<file path="src/rtl/ex_mem_pipe_reg.sv">
// EX/MEM pipeline register with optional two-entry skid buffer and a
// saturating back-pressure counter.
module ex_mem_pipe_reg #(
    parameter int unsigned DATA_W = 32,
    parameter int unsigned REG_W  = 5,
    parameter int unsigned SKID   = 1,
    parameter int unsigned CNT_W  = 16
) (
    input  logic              clk,
    input  logic              rst_n,
    input  logic              flush,
    input  logic              e_valid,
    output logic              e_ready,
    input  logic [3:0]        e_ctrl,
    input  logic [DATA_W-1:0] e_alu_out,
    input  logic [DATA_W-1:0] e_wdata,
    input  logic [REG_W-1:0]  e_wreg,
    output logic              m_valid,
    input  logic              m_ready,
    output logic [3:0]        m_ctrl,
    output logic [DATA_W-1:0] m_alu_out,
    output logic [DATA_W-1:0] m_wdata,
    output logic [REG_W-1:0]  m_wreg,
    output logic [CNT_W-1:0]  stall_cnt
);

    localparam bit          HasSkid = (SKID != 0);
    localparam int unsigned EntW    = 4 + 2 * DATA_W + REG_W;

    typedef logic [EntW-1:0] entry_t;

    entry_t           in_ent;
    entry_t           m_ent_q, m_ent_d;
    entry_t           s_ent_q, s_ent_d;
    logic             m_valid_q, m_valid_d;
    logic             s_valid_q, s_valid_d;
    logic [CNT_W-1:0] cnt_q, cnt_d;
    logic [3:0]       m_ctrl_raw;
    logic             in_fire, out_fire;

    assign in_ent   = {e_ctrl, e_alu_out, e_wdata, e_wreg};
    assign in_fire  = e_valid & e_ready;
    assign out_fire = m_valid_q & m_ready;

    // Next-state for main/skid entries: flush beats refill from S beats input load.
    always_comb begin
        m_ent_d   = m_ent_q;
        s_ent_d   = s_ent_q;
        m_valid_d = m_valid_q;
        s_valid_d = s_valid_q;
        if (flush) begin
            m_valid_d = 1'b0;
            s_valid_d = 1'b0;
        end else if (out_fire && s_valid_q) begin
            m_ent_d   = s_ent_q;
            m_valid_d = 1'b1;
            s_valid_d = 1'b0;
        end else if (in_fire && (!m_valid_q || out_fire)) begin
            m_ent_d   = in_ent;
            m_valid_d = 1'b1;
        end else if (in_fire && HasSkid) begin
            // M is occupied and not draining: park the new entry in S.
            s_ent_d   = in_ent;
            s_valid_d = 1'b1;
        end else if (out_fire) begin
            m_valid_d = 1'b0;
        end
    end

    // Stall counter saturates at all-ones instead of wrapping.
    always_comb begin
        cnt_d = cnt_q;
        if (m_valid_q && !m_ready && (cnt_q != {CNT_W{1'b1}})) begin
            cnt_d = cnt_q + 1'b1;
        end
    end

    // State registers; reset clears valids, data and counter asynchronously.
    always_ff @(posedge clk or negedge rst_n) begin
        if (!rst_n) begin
            m_ent_q   <= '0;
            s_ent_q   <= '0;
            m_valid_q <= 1'b0;
            s_valid_q <= 1'b0;
            cnt_q     <= '0;
        end else begin
            m_ent_q   <= m_ent_d;
            s_ent_q   <= s_ent_d;
            m_valid_q <= m_valid_d;
            s_valid_q <= s_valid_d;
            cnt_q     <= cnt_d;
        end
    end

    generate
        if (HasSkid) begin : g_skid_ready
            logic e_ready_q;
            // Registered ready mirrors !S.valid, so m_ready never reaches e_ready.
            always_ff @(posedge clk or negedge rst_n) begin
                if (!rst_n) begin
                    e_ready_q <= 1'b0;
                end else begin
                    e_ready_q <= !s_valid_d;
                end
            end
            assign e_ready = e_ready_q;
        end else begin : g_pass_ready
            assign e_ready = m_ready | !m_valid_q;
        end
    endgenerate

    assign {m_ctrl_raw, m_alu_out, m_wdata, m_wreg} = m_ent_q;
    // An empty slot must never assert any control bit downstream.
    assign m_ctrl    = m_ctrl_raw & {4{m_valid_q}};
    assign m_valid   = m_valid_q;
    assign stall_cnt = cnt_q;

endmodule

</file>
<file path="config.mk">
export PLATFORM = sky130hd
export DESIGN_NAME = ex_mem_pipe_reg
export DESIGN_NICKNAME = d
export VERILOG_FILES = /design/src/rtl/ex_mem_pipe_reg.sv
export SDC_FILE = /design/constraint.sdc
export NUM_CORES = 1
export LEC_CHECK = 0
export BUFFER_PORTS_ARGS = -buffer_cell sky130_fd_sc_hd__buf_2
export CAP_MARGIN = 15
export CORE_AREA = 5 5 123 125
export CTS_BUF_LIST = sky130_fd_sc_hd__clkbuf_4 sky130_fd_sc_hd__clkbuf_8
export CTS_CLUSTER_DIAMETER = 100
export DETAILED_ROUTE_END_ITERATION = 10
export DIE_AREA = 0 0 128 130
export HOLD_SLACK_MARGIN = 0.08
export PLACE_DENSITY = 0.79
export SLEW_MARGIN = 30
export SYNTH_ARGS = -nofsm -noshare
export SYNTH_HDL_FRONTEND = slang
export SYNTH_SLANG_ARGS = --single-unit
</file>
<file path="constraint.sdc">
create_clock -name clk -period 2.8 [get_ports clk]
set_input_delay 0.84 -clock clk [delete_from_list [all_inputs] [get_ports clk]]
set_output_delay 0.84 -clock clk [all_outputs]
set_load 0.02 [all_outputs]
</file>
Word-level counts from Yosys, hierarchy flattened --
Index checks and enable logic that the tools add are counted.
Word-level totals: memories 0, memory bits (read-only) 0, register bits after elaboration 165, logic and storage cells 39, RAM bits 0, latch bits 0, output and inout bits 91, input bits 78
Operators by class: shift-type cells 0, reduce and logical (&&, ||, !) cells 13, bitwise logic cells 6, add/sub/neg operators 1, $mul 0, mux-type cells 11, divide/modulo/power cells 0, magnitude comparators 0, equality and inequality tests 2
Operators by type and width (number):
- $mux 73 | 2
- $add 16x1->16 const B | 1
- $ne 16x16->1 const B | 1
- $mux 1 | 9
- $and 4x4->4 | 1
- $logic_and 1x1->1 | 4
- $ne 4x2->1 const B | 1
- $reduce_and 2->1 | 2
- $reduce_and 4->1 | 1
- $reduce_bool 4->1 | 1
- $logic_not 1->1 | 3
- $not 1->1 | 3
- $and 1x1->1 | 2
- $reduce_bool 2->1 | 1
- $logic_or 1x1->1 | 1

Depth between registers and ports, before layout --
Gate-level depths: netlist of the first run.
depth after elaboration 7, gate-level depth with buffers 7, depth with buffers taken out 6

Worst setup path before layout of the first run --
OpenSTA, ideal clock, no wires.
path kind input to register, start point in m_ready, end point reg cnt_q[15] (netlist: stall_cnt[15]), setup time 0.080 ns, path buffers 0, setup slack 0.654 ns, arrival 2.066 ns, required time 2.720 ns, stages 5, cell sequence nand2b_2 > or4_1 > a21oi_2 > nor3b_2 > xor2_1
On the way: cells in the longest elaborated chain, start to end 3
RTL lines:
- start: declaration | line 19 | input logic m_ready,
- $logic_not 1->1 | line 73 | if (m_valid_q && !m_ready && (cnt_q != {CNT_W{1'b1}})) begin
- $logic_and 1x1->1 (2 in series) | line 73
- end signal: assignment | line 91 | cnt_q <= cnt_d;
- end: declaration | line 37 | logic [CNT_W-1:0] cnt_q, cnt_d;
Every way passes these cells. A chain may end at the register's enable or synchronous reset.

Worst setup path after layout of the first run --
start point reg m_valid_q (netlist: m_valid), end point out m_ctrl[2]
On the way: cells in the longest elaborated chain, start to end 1
RTL lines:
- start: declaration | line 35 | logic m_valid_q, m_valid_d;
- start signal: assignment | line 89 | m_valid_q <= m_valid_d;
- $and 4x4->4 | line 114 | assign m_ctrl = m_ctrl_raw & {4{m_valid_q}};
- end: declaration | line 20 | output logic [3:0] m_ctrl,
Every way passes these cells.

==> impl_metrics.ini, run 1 <==
[sta]
setup_violations = 0
rsz0062_at_grt = no
setup_ws_ns = 0.566
max_slew.worst_pin.slew_ns = 0.597
fin_crit_sh = 0.798
finalHoldViolCount = 0
fmax_ghz = 0.448
timing.setup.tns_ns = 0
drv_slew = 0
relSlewSlack = 0.602
finClkSkew_ns = 0.0102
post-route-min-period_ns = 2.23

[critical_path]
critPathSlowestCell = dfrtp_1
worstPathMaxFanout = 8
worst-path-buf-inv = 1
r2r-start = m_valid
arrival_ns = 1.39
slowest_delay_ns = 0.55
startpoint_type = flip-flop
crit_required_ns = 1.96
worstSetupPathType = reg2out
critPathCaptureType = primary output
r2r_cells = 5
path_delay_family = flip-flops
path_cells = and2_2 -> buf_2
r2r_slack_ns = 0.84
timing.rr.end = stall_cnt[15]

[final_layout]
drive_above_1_share = 0.402
post-route-util = 0.611
final_cell_mix = 167 x buf_2, 165 x dfrtp_1, 81 x nor2_1
final_common_cell = buf_2
antenna_cells = 0
nets = 803
area_delta_synth_final_pct = 13.7

[clock_tree]
clk_latency_ns = 0.46
clock_sinks = 165
cts_setup_buffers = 0
cts_tree = yes
cts.path.max_buffers = 2
cts_buffers = 17
clock-root-buffer = clkbuf_8
hold_buffers = 0
clk_pin_slew_ns = 0.09
post_cts_resized = 0
htree_levels = 4

[synthesis]
synth_cell_types = 27
async_reset_ff_frac = 1.00
synthTopCellsByArea = dfrtp_1 56%, mux2_2 11%, mux2i_1 9.9%
muxShareOfSynthArea = 0.210
synth_xor_area_frac = 0.0177
synthSimpleGateAreaFrac = 0.0667
synth_area_leader_cell = dfrtp_1
synth-main-ff-cell = dfrtp_1
seq_area_frac_synth = 0.557
ys_ff_latch = 165
syn_inst = 626
ys_warn_count = 0
syn-num-nets = 705
syn_area_per_cell_sq_um = 11.8
synth_area_sq_um = 7410
synth-adder-area-share = 0.00169
synth_top_family_by_area = multiplexers
synth_compound_area_frac = 0.0556
synth-edff-count = 0
yosys.area.top_type_share = 0.557

[placed_design]
dp_hpwl_mm = 10.4
dp_slack_ns = 0.378
place_congestion = 0.844
port_buffers = 168

[power_and_ir_drop]
p_per_area_nw_per_um2 = 741
power.total_mw = 6.24
ir_drop_v = 0.000435
p_leak_nw = 4.32

[global_route]
grt_max_degree = 119
grt_use_total = 0.186
grt-ovfl-total = 0
grt_pass1_vias = 5066
antenna_found_initial = 0
grt_pass1_wl_mm = 24.4

[route]
vias_per_cell = 5.20
drt_wl_total_mm = 14.8
drt_iter0_drc = 257
first_pass_iters = 4
num_vias = 4767
drc = 0
post_drt_wl_per_cell_microns = 16.1
ant_nets = 0

[floorplan]
fp.dieArea_sq_um = 16600
num_rows = 43
die_x_microns = 128
core_sq_um = 13800
start_util = 0.538
die_h_microns = 130
ioPinCount = 169

[outcome]
status = complete, no violations

[hold_path]
hold_path.class = in2async

[job]
drv_cap = 0
-- registers in the layout (all words and copies together), names as in the netlist --
| register | cells |
|---|---|
| m_ent_q | 73 |
| s_ent_q | 73 |
| stall_cnt | 16 |
| e_ready | 1 |
| m_valid | 1 |
| s_valid_q | 1 |
-- synth_stat cells (all sizes together) (4+ instances only) --
master,instances
clkbuf,6
nor2,81
nand2,13
xor2,6
dfrtp,165
mux2i,73
and2,4
xnor2,9
buf,95
a21oi,75
nand3,7
mux2,73
-- logic make-up (layout without fill, tap and decap cells) --
group	after synthesis	count (layout)
xor+xnor	15	15
simple gates	116	116
buf+inv	104	215
fa+ha+maj	1	1
mux	146	146
flops	165	165
compound gates	79	79
-- how the worst max path moves through the flow --
stage                        from            end  slack (ns)  depth (start not counted)
after floorplan           m_ready  stall_cnt[15]        0.65                          5
after global placement    m_ready  stall_cnt[15]        0.41                          6
after detailed placement  m_ready    s_ent_q[33]        0.38                          5
after CTS                 m_valid      m_ctrl[1]        0.52                          2
after global routing      m_valid      m_ctrl[1]        0.47                          2
final                     m_valid      m_ctrl[2]        0.57                          2
-- area by class of cell --
class / instances / area [sq um]
Inverter: 3 / 11.3
Fill cell: 1103 / 5350
Tap cell: 180 / 225
Multi-Input combinational cell: 357 / 2630
Clock inverter: 12 / 154
Timing Repair Buffer: 180 / 1000
Clock buffer: 20 / 269
Sequential cell: 165 / 4130
-- per-layer routing --
layer  share of wire  routed length, microns  vias to the layer above  track usage
met5               0                       0                        -            0
met4           0.023                     337                        0       0.0787
met3           0.058                     854                       31       0.0532
met2            0.50                    7390                      117        0.311
met1            0.42                    6220                     2359        0.227
li1                -                       -                     2260            -
-- report_power, final --
group	total [mW]	switching, mW	internal, mW
Combinational	1.26	0.698	0.564
Clock	1.80	0.862	0.937
Sequential	3.18	0.294	2.88
-- worst reg2reg max path, cell delays in order, from the launching register on --
cell and delay [ns]:
dfrtp_1 0.55, nand2b_2 0.18, or4_1 0.58, a21oi_2 0.20
nor3b_2 0.22, xor2_1 0.17
-- metrics by stage --
step	cell area (sq um)	std cells	hold WS [ns]
after floorplan	7410	626	0.454
after global placement	8000	885	0.483
after detailed placement	8000	885	0.491
after CTS	8420	917	0.353
after global routing	8420	917	0.383
final	8420	917	0.367
No activity file was read; power rests on OpenSTA's default activity.
==> run 2: changes to the inputs <==
--- a/config.mk
+++ b/config.mk
@@ -5,15 +5,16 @@
 export SDC_FILE = /design/constraint.sdc
 export NUM_CORES = 1
 export LEC_CHECK = 0
+export ABC_AREA = 1
 export BUFFER_PORTS_ARGS = -buffer_cell sky130_fd_sc_hd__buf_2
 export CAP_MARGIN = 15
-export CORE_AREA = 5 5 123 125
+export CORE_AREA = 5 5 130 132
 export CTS_BUF_LIST = sky130_fd_sc_hd__clkbuf_4 sky130_fd_sc_hd__clkbuf_8
 export CTS_CLUSTER_DIAMETER = 100
 export DETAILED_ROUTE_END_ITERATION = 10
-export DIE_AREA = 0 0 128 130
+export DIE_AREA = 0 0 135 137
 export HOLD_SLACK_MARGIN = 0.08
-export PLACE_DENSITY = 0.79
+export PLACE_DENSITY = 0.78
 export SLEW_MARGIN = 30
 export SYNTH_ARGS = -nofsm -noshare
 export SYNTH_HDL_FRONTEND = slang
==> constraint.sdc (replaced) <==
create_clock -name clk -period 1.9 [get_ports clk]
set_input_delay 0.57 -clock clk [delete_from_list [all_inputs] [get_ports clk]]
set_output_delay 0.57 -clock clk [all_outputs]
set_load 0.02 [all_outputs]
==> run 2 against run 1 <==
Die area rose by 11%. Routed wire length increased by 18%. Register-to-register slack worse by 0.69 ns.
==> impl_metrics.ini, run 2 <==
[sta]
finalHoldViolCount = 0
fin_crit_sh = 0.958
timing.setup.tns_ns = 0
fmax_ghz = 0.549
max_slew.worst_pin.slew_ns = 0.405
post-route-min-period_ns = 1.82
drv_slew = 0
rsz0062_at_grt = no
relSlewSlack = 0.730
setup_violations = 0
finClkSkew_ns = 0.0104

[critical_path]
worstPathMaxFanout = 5
startpoint_type = flip-flop
arrival_ns = 1.25
r2r-start = m_valid
critPathSlowestCell = dfrtp_2
slowest_delay_ns = 0.43
timing.rr.end = m_ent_q[23]
critPathCaptureType = primary output
r2r_cells = 8
crit_required_ns = 1.33
path_cells = buf_6 -> nand2_1 -> inv_1 -> buf_4
r2r_slack_ns = 0.15
worstSetupPathType = reg2out

[synthesis]
synthTopCellsByArea = dfrtp_1 53%, nand2_1 19%, o21ai_0 7.9%
synth_cell_types = 23
synth_area_leader_cell = dfrtp_1
syn_area_per_cell_sq_um = 7.95
ys_warn_count = 0
synth_area_sq_um = 7830
synth-edff-count = 0
ys_ff_latch = 165
syn-num-nets = 1063
synth_most_common_cell = nand2_1
yosys.area.top_type_share = 0.527
synthTopCellsByCount = 386 x nand2_1, 165 x dfrtp_1, 123 x o21ai_0
syn_inst = 984
seq_area_frac_synth = 0.527
async_reset_ff_frac = 1.00
synth-main-ff-cell = dfrtp_1

[outcome]
status = complete, no violations

[final_layout]
post-route-util = 0.576
final_common_cell = nand2_1
nets = 1157
fillers = 1388
regArea_sq_um = 4130
multi_input_area_sq_um = 2630
area_delta_synth_final_pct = 14.7
final_cell_mix = 386 x nand2_1, 166 x buf_2, 164 x dfrtp_1
drive_above_1_share = 0.212

[placed_design]
port_buffers = 168
place_congestion = 0.855
dp_hpwl_mm = 12.2

[route]
first_pass_iters = 5
vias_per_cell = 4.82
drt_iter0_drc = 378
num_vias = 6305
ant_nets = 0
drt_wl_total_mm = 17.5
post_drt_wl_per_cell_microns = 13.3
drc = 0

[clock_tree]
clk_latency_ns = 0.44
clock-root-buffer = clkbuf_8
cts_tree = yes
cts_buffers = 17
clk_pin_slew_ns = 0.09
htree_levels = 4
clock_sinks = 165
cts.path.max_buffers = 2

[hold_path]
min_delay_worst_endpoint = s_ent_q[56]
holdCritStartpoint = e_alu_out[19]
hold_path.class = in2reg
worstHoldPathCells = 3

[floorplan]
start_util = 0.502
fp.dieArea_sq_um = 18500
num_rows = 46
ioPinCount = 169
die_x_microns = 135
core_sq_um = 15600
die_h_microns = 137

[global_route]
antenna_found_initial = 3
grt_use_total = 0.194
grt_pass1_vias = 5943
grt-ovfl-total = 0
grt_max_degree = 91
grt_pass1_wl_mm = 28.7

[power_and_ir_drop]
p_per_area_nw_per_um2 = 1040
p_leak_nw = 4.92
ir_drop_v = 0.000553

[job]
drv_cap = 0
run 2: cell count changes after synthesis, moves of 67 or more:
| cell | delta |
|---|---|
| nand2_1 | +373 |
| o21ai_0 | +123 |
| inv_1 | +88 |
| a21oi_1 | -74 |
| mux2_2 | -73 |
| mux2i_1 | -73 |
| nor2_1 | -67 |
run 2: cell families (layout without fill, tap and decap cells):
| kind of cell | Yosys count | after routing | synth area share |
|---|---|---|---|
| DFF | 165 | 165 | 0.527 |
| and+or+nand+nor | 418 | 418 | 0.206 |
| xor gates and xnor gates | 7 | 7 | 0.00783 |
| buffers and inverters | 211 | 318 | 0.139 |
| adders and majority gates | 1 | 1 | 0.00160 |
| AOI/OAI and AO/OA | 182 | 182 | 0.118 |
| other | 0 | 2 | 0 |
run 2: worst max-delay path: cells and delay by family (launching register included):
kind	cells	cell delay, ns
flops	1	0.43
buf+inv	3	0.32
simple gates	1	0.06
run 2: power breakdown:
group,switching [mW],internal (mW)
registers,0.380,4.28
logic,1.26,0.715
clock network,1.28,1.42
run 2: timing repair:
| action | 4_1_cts | 5_1_grt |
|---|---|---|
| endpoints found under the setup margin | 4 | 4 |
| hold endpoints to repair | 34 | 0 |
| hold buffers | 1 | 0 |
| resized for setup | 1 | 2 |
| setup buffers | 1 | 0 |
| pin swaps | 0 | 0 |
run 2: per-stage QoR:
step                hold WS [ns]  std cells  power [mW]  setup WS [ns]  instance area, sq um
finish                     0.346       1309        9.34         0.0798                  8980
CTS                        0.306       1307        9.44         0.0161                  8970
floorplan                  0.274        984        6.28          0.110                  7830
global placement           0.449       1273        6.63         0.0566                  8520
global route               0.321       1308        9.93         0.0127                  8970
detailed placement         0.454       1273        6.72       -0.00363                  8520
run 2: final cells by class:
cell class | instances | share of cell area
Inverter | 94 | 0.0394
Clock inverter | 11 | 0.0166
Antenna cell | 2 | 0.000557
Sequential cell | 165 | 0.460
Clock buffer | 21 | 0.0315
Multi-Input combinational cell | 608 | 0.292
Tap cell | 216 | 0.0301
Timing Repair Buffer | 192 | 0.129
run 2: worst max path at each step:
stage                 start       endpoint  slack [ns]  cells past startpoint
3_3_place_gp        m_ready    m_ent_q[18]        0.06                      9
6_report            m_valid      m_ctrl[2]        0.08                      4
3_5_place_dp        m_ready    m_ent_q[23]      -0.004                      9
2_1_floorplan  stall_cnt[0]  stall_cnt[13]        0.11                      9
5_1_grt             m_valid      m_ctrl[2]        0.01                      4
4_1_cts             m_valid      m_ctrl[2]        0.02                      4
run 2: metal layers:
metal	vias to the layer above	wire length (microns)	track usage
li1	3176	-	-
met1	2895	7740	0.256
met2	197	8060	0.302
met3	33	1270	0.0629
met4	4	352	0.0666
met5	-	34	0
==> run 3: changes to the inputs <==
--- a/config.mk
+++ b/config.mk
@@ -6,15 +6,15 @@
 export NUM_CORES = 1
 export LEC_CHECK = 0
 export ABC_AREA = 1
-export BUFFER_PORTS_ARGS = -buffer_cell sky130_fd_sc_hd__buf_2
 export CAP_MARGIN = 15
-export CORE_AREA = 5 5 130 132
+export CORE_AREA = 2 2 123 125
 export CTS_BUF_LIST = sky130_fd_sc_hd__clkbuf_4 sky130_fd_sc_hd__clkbuf_8
 export CTS_CLUSTER_DIAMETER = 100
 export DETAILED_ROUTE_END_ITERATION = 10
-export DIE_AREA = 0 0 135 137
+export DIE_AREA = 0 0 125 127
+export DONT_BUFFER_PORTS = 1
 export HOLD_SLACK_MARGIN = 0.08
-export PLACE_DENSITY = 0.78
+export PLACE_DENSITY = 0.72
 export SLEW_MARGIN = 30
 export SYNTH_ARGS = -nofsm -noshare
 export SYNTH_HDL_FRONTEND = slang
==> run 3 against run 2 <==
The run now ends with hold timing left. Flip-flop and latch count is the same. Die area is 14% lower. Highest routed layer is now met4. Routed wire length fell by 11%. Worst hold slack got worse by 0.53 ns. Non-clock buffer count decreased by 165.
==> impl_metrics.ini, run 3 (synthesis results as in run 2) <==
[sta]
finClkSkew_ns = 0.00562
whs_ns = -0.185
fin_crit_sh = 0.946
setup_violations = 0
max_slew.worst_pin.slew_ns = 0.513
finalHoldViolCount = 165
setup_ws_ns = 0.102
relSlewSlack = 0.658
rsz0062_at_grt = no
post-route-min-period_ns = 1.80
fmax_ghz = 0.556
timing.setup.tns_ns = 0
drv_slew = 0

[final_layout]
antenna_cells = 0
drive_above_1_share = 0.0714
final_cell_mix = 386 x nand2_1, 165 x dfrtp_1, 123 x o21ai_0
nets = 992
design_area_sq_um = 7980
final_common_cell = nand2_1
fillers = 1361
post-route-util = 0.553
area_delta_synth_final_pct = 1.98

[clock_tree]
clk_pin_slew_ns = 0.08
cts_buffers = 17
cts_tree = yes
clk_latency_ns = 0.45
htree_levels = 4
cts.path.max_buffers = 2
clock_sinks = 165
clock-root-buffer = clkbuf_8

[critical_path]
crit_required_ns = 1.33
timing.rr.end = stall_cnt[3]
cp-startpoint = m_valid
r2r-start = stall_cnt[0]
critPathCaptureType = primary output
r2r_cells = 8
crit_end = m_ctrl[0]
r2r_slack_ns = 0.22
worstSetupPathType = reg2out
worstPathMaxFanout = 5
startpoint_type = flip-flop
arrival_ns = 1.23

[placed_design]
place_congestion = 0.814
dp_slack_ns = 0.126
place_area_sq_um = 7570
dp_hpwl_mm = 10.1
port_buffers = 0

[power_and_ir_drop]
p_sw_frac = 0.306
ir_drop_v = 0.000493
switchingPower_mw = 2.69
seqPwrFrac = 0.569
p_int_mw = 6.11
p_per_area_nw_per_um2 = 1100
power_frac_comb = 0.136
p_leak_nw = 4.19
clkPwrFrac = 0.295

[outcome]
violations = hold timing
status = complete, but fails checks

[global_route]
antenna_found_initial = 0
grt_max_degree = 166
grt_pass1_wl_mm = 26.3
grt-ovfl-total = 0
grt_pass1_vias = 5205
grt_use_total = 0.205

[floorplan]
start_util = 0.543
die_x_microns = 125
num_rows = 44
core_sq_um = 14400
fp.dieArea_sq_um = 15900
die_h_microns = 127
ioPinCount = 169

[hold_path]
hold_path.class = in2async

[route]
post_drt_wl_per_cell_microns = 14.0
num_vias = 5536
ant_nets = 0
drc = 0
drt_iter0_drc = 349
drt_wl_total_mm = 15.6
vias_per_cell = 4.99
first_pass_iters = 5

[job]
drv_cap = 0
==> run 3: cell types whose count changed in the layout (fill, tap and decap cells not counted), moves of 2 or more <==
cell,change
clkinvlp_4,-2
diode_2,-2
buf_6,-2
clkinv_4,-2
clkinv_2,+5
buf_4,+11
buf_2,-166
buf_12,-7
==> run 3: layout make-up <==
type / instances / area, sq um / share of cell area
multi-input combinational: 608 / 2630 / 0.329
tap: 184 / 230 / 0.0288
clock buffer: 20 / 269 / 0.0337
timing repair buffer: 27 / 240 / 0.0301
inverter: 94 / 357 / 0.0447
clock inverter: 11 / 133 / 0.0166
sequential: 165 / 4130 / 0.517
==> run 3: critical path, stage by stage, from the launching register on <==
cell and delay (ns):
dfrtp_1 0.37, buf_4 0.18, nand2_1 0.06, inv_1 0.18
==> run 3: how the worst min path moves through the flow <==
stage                              to  depth (start not counted)  start  slack [ns]
final                     m_ent_q[17]                          0  rst_n       -0.18
after global routing       s_ent_q[3]                          0  rst_n       -0.23
after CTS                  m_ent_q[0]                          0  rst_n       -0.22
after detailed placement  m_ent_q[11]                          0  rst_n        0.28
after global placement    m_ent_q[11]                          0  rst_n        0.28
after floorplan               e_ready                          0  rst_n        0.27
==> run 3: through the flow <==
stage | instances | total power [mW]
floorplan | 984 | 6.28
global placement | 1077 | 6.21
detailed placement | 1077 | 6.29
CTS | 1109 | 8.92
global route | 1109 | 9.37
finish | 1109 | 8.81
==> run 3: repair_timing <==
item	CTS	global route
gates resized for setup	1	2
buffers inserted	1	0
setup endpoints to repair	3	6
endpoints found under the hold margin	165	165
==> run 3: layer usage <==
| metal | vias to the layer above | wire length, microns | global-route usage | share of wire |
|---|---|---|---|---|
| li1 | 2839 | - | - | - |
| met1 | 2524 | 6940 | 0.259 | 0.45 |
| met2 | 154 | 7160 | 0.324 | 0.46 |
| met3 | 19 | 1210 | 0.0867 | 0.078 |
| met4 | 0 | 255 | 0.0641 | 0.016 |
| met5 | - | 0 | 0 | 0 |
==> run 3: power groups by stage <==
stage	clock (mW)	sequential [mW]	combinational (mW)
6_report	2.60	5.01	1.20
5_1_grt	2.84	5.10	1.43
4_1_cts	2.69	5.02	1.21
3_5_place_dp	0	5.08	1.20
3_3_place_gp	0	5.06	1.15
2_1_floorplan	0	4.66	1.61
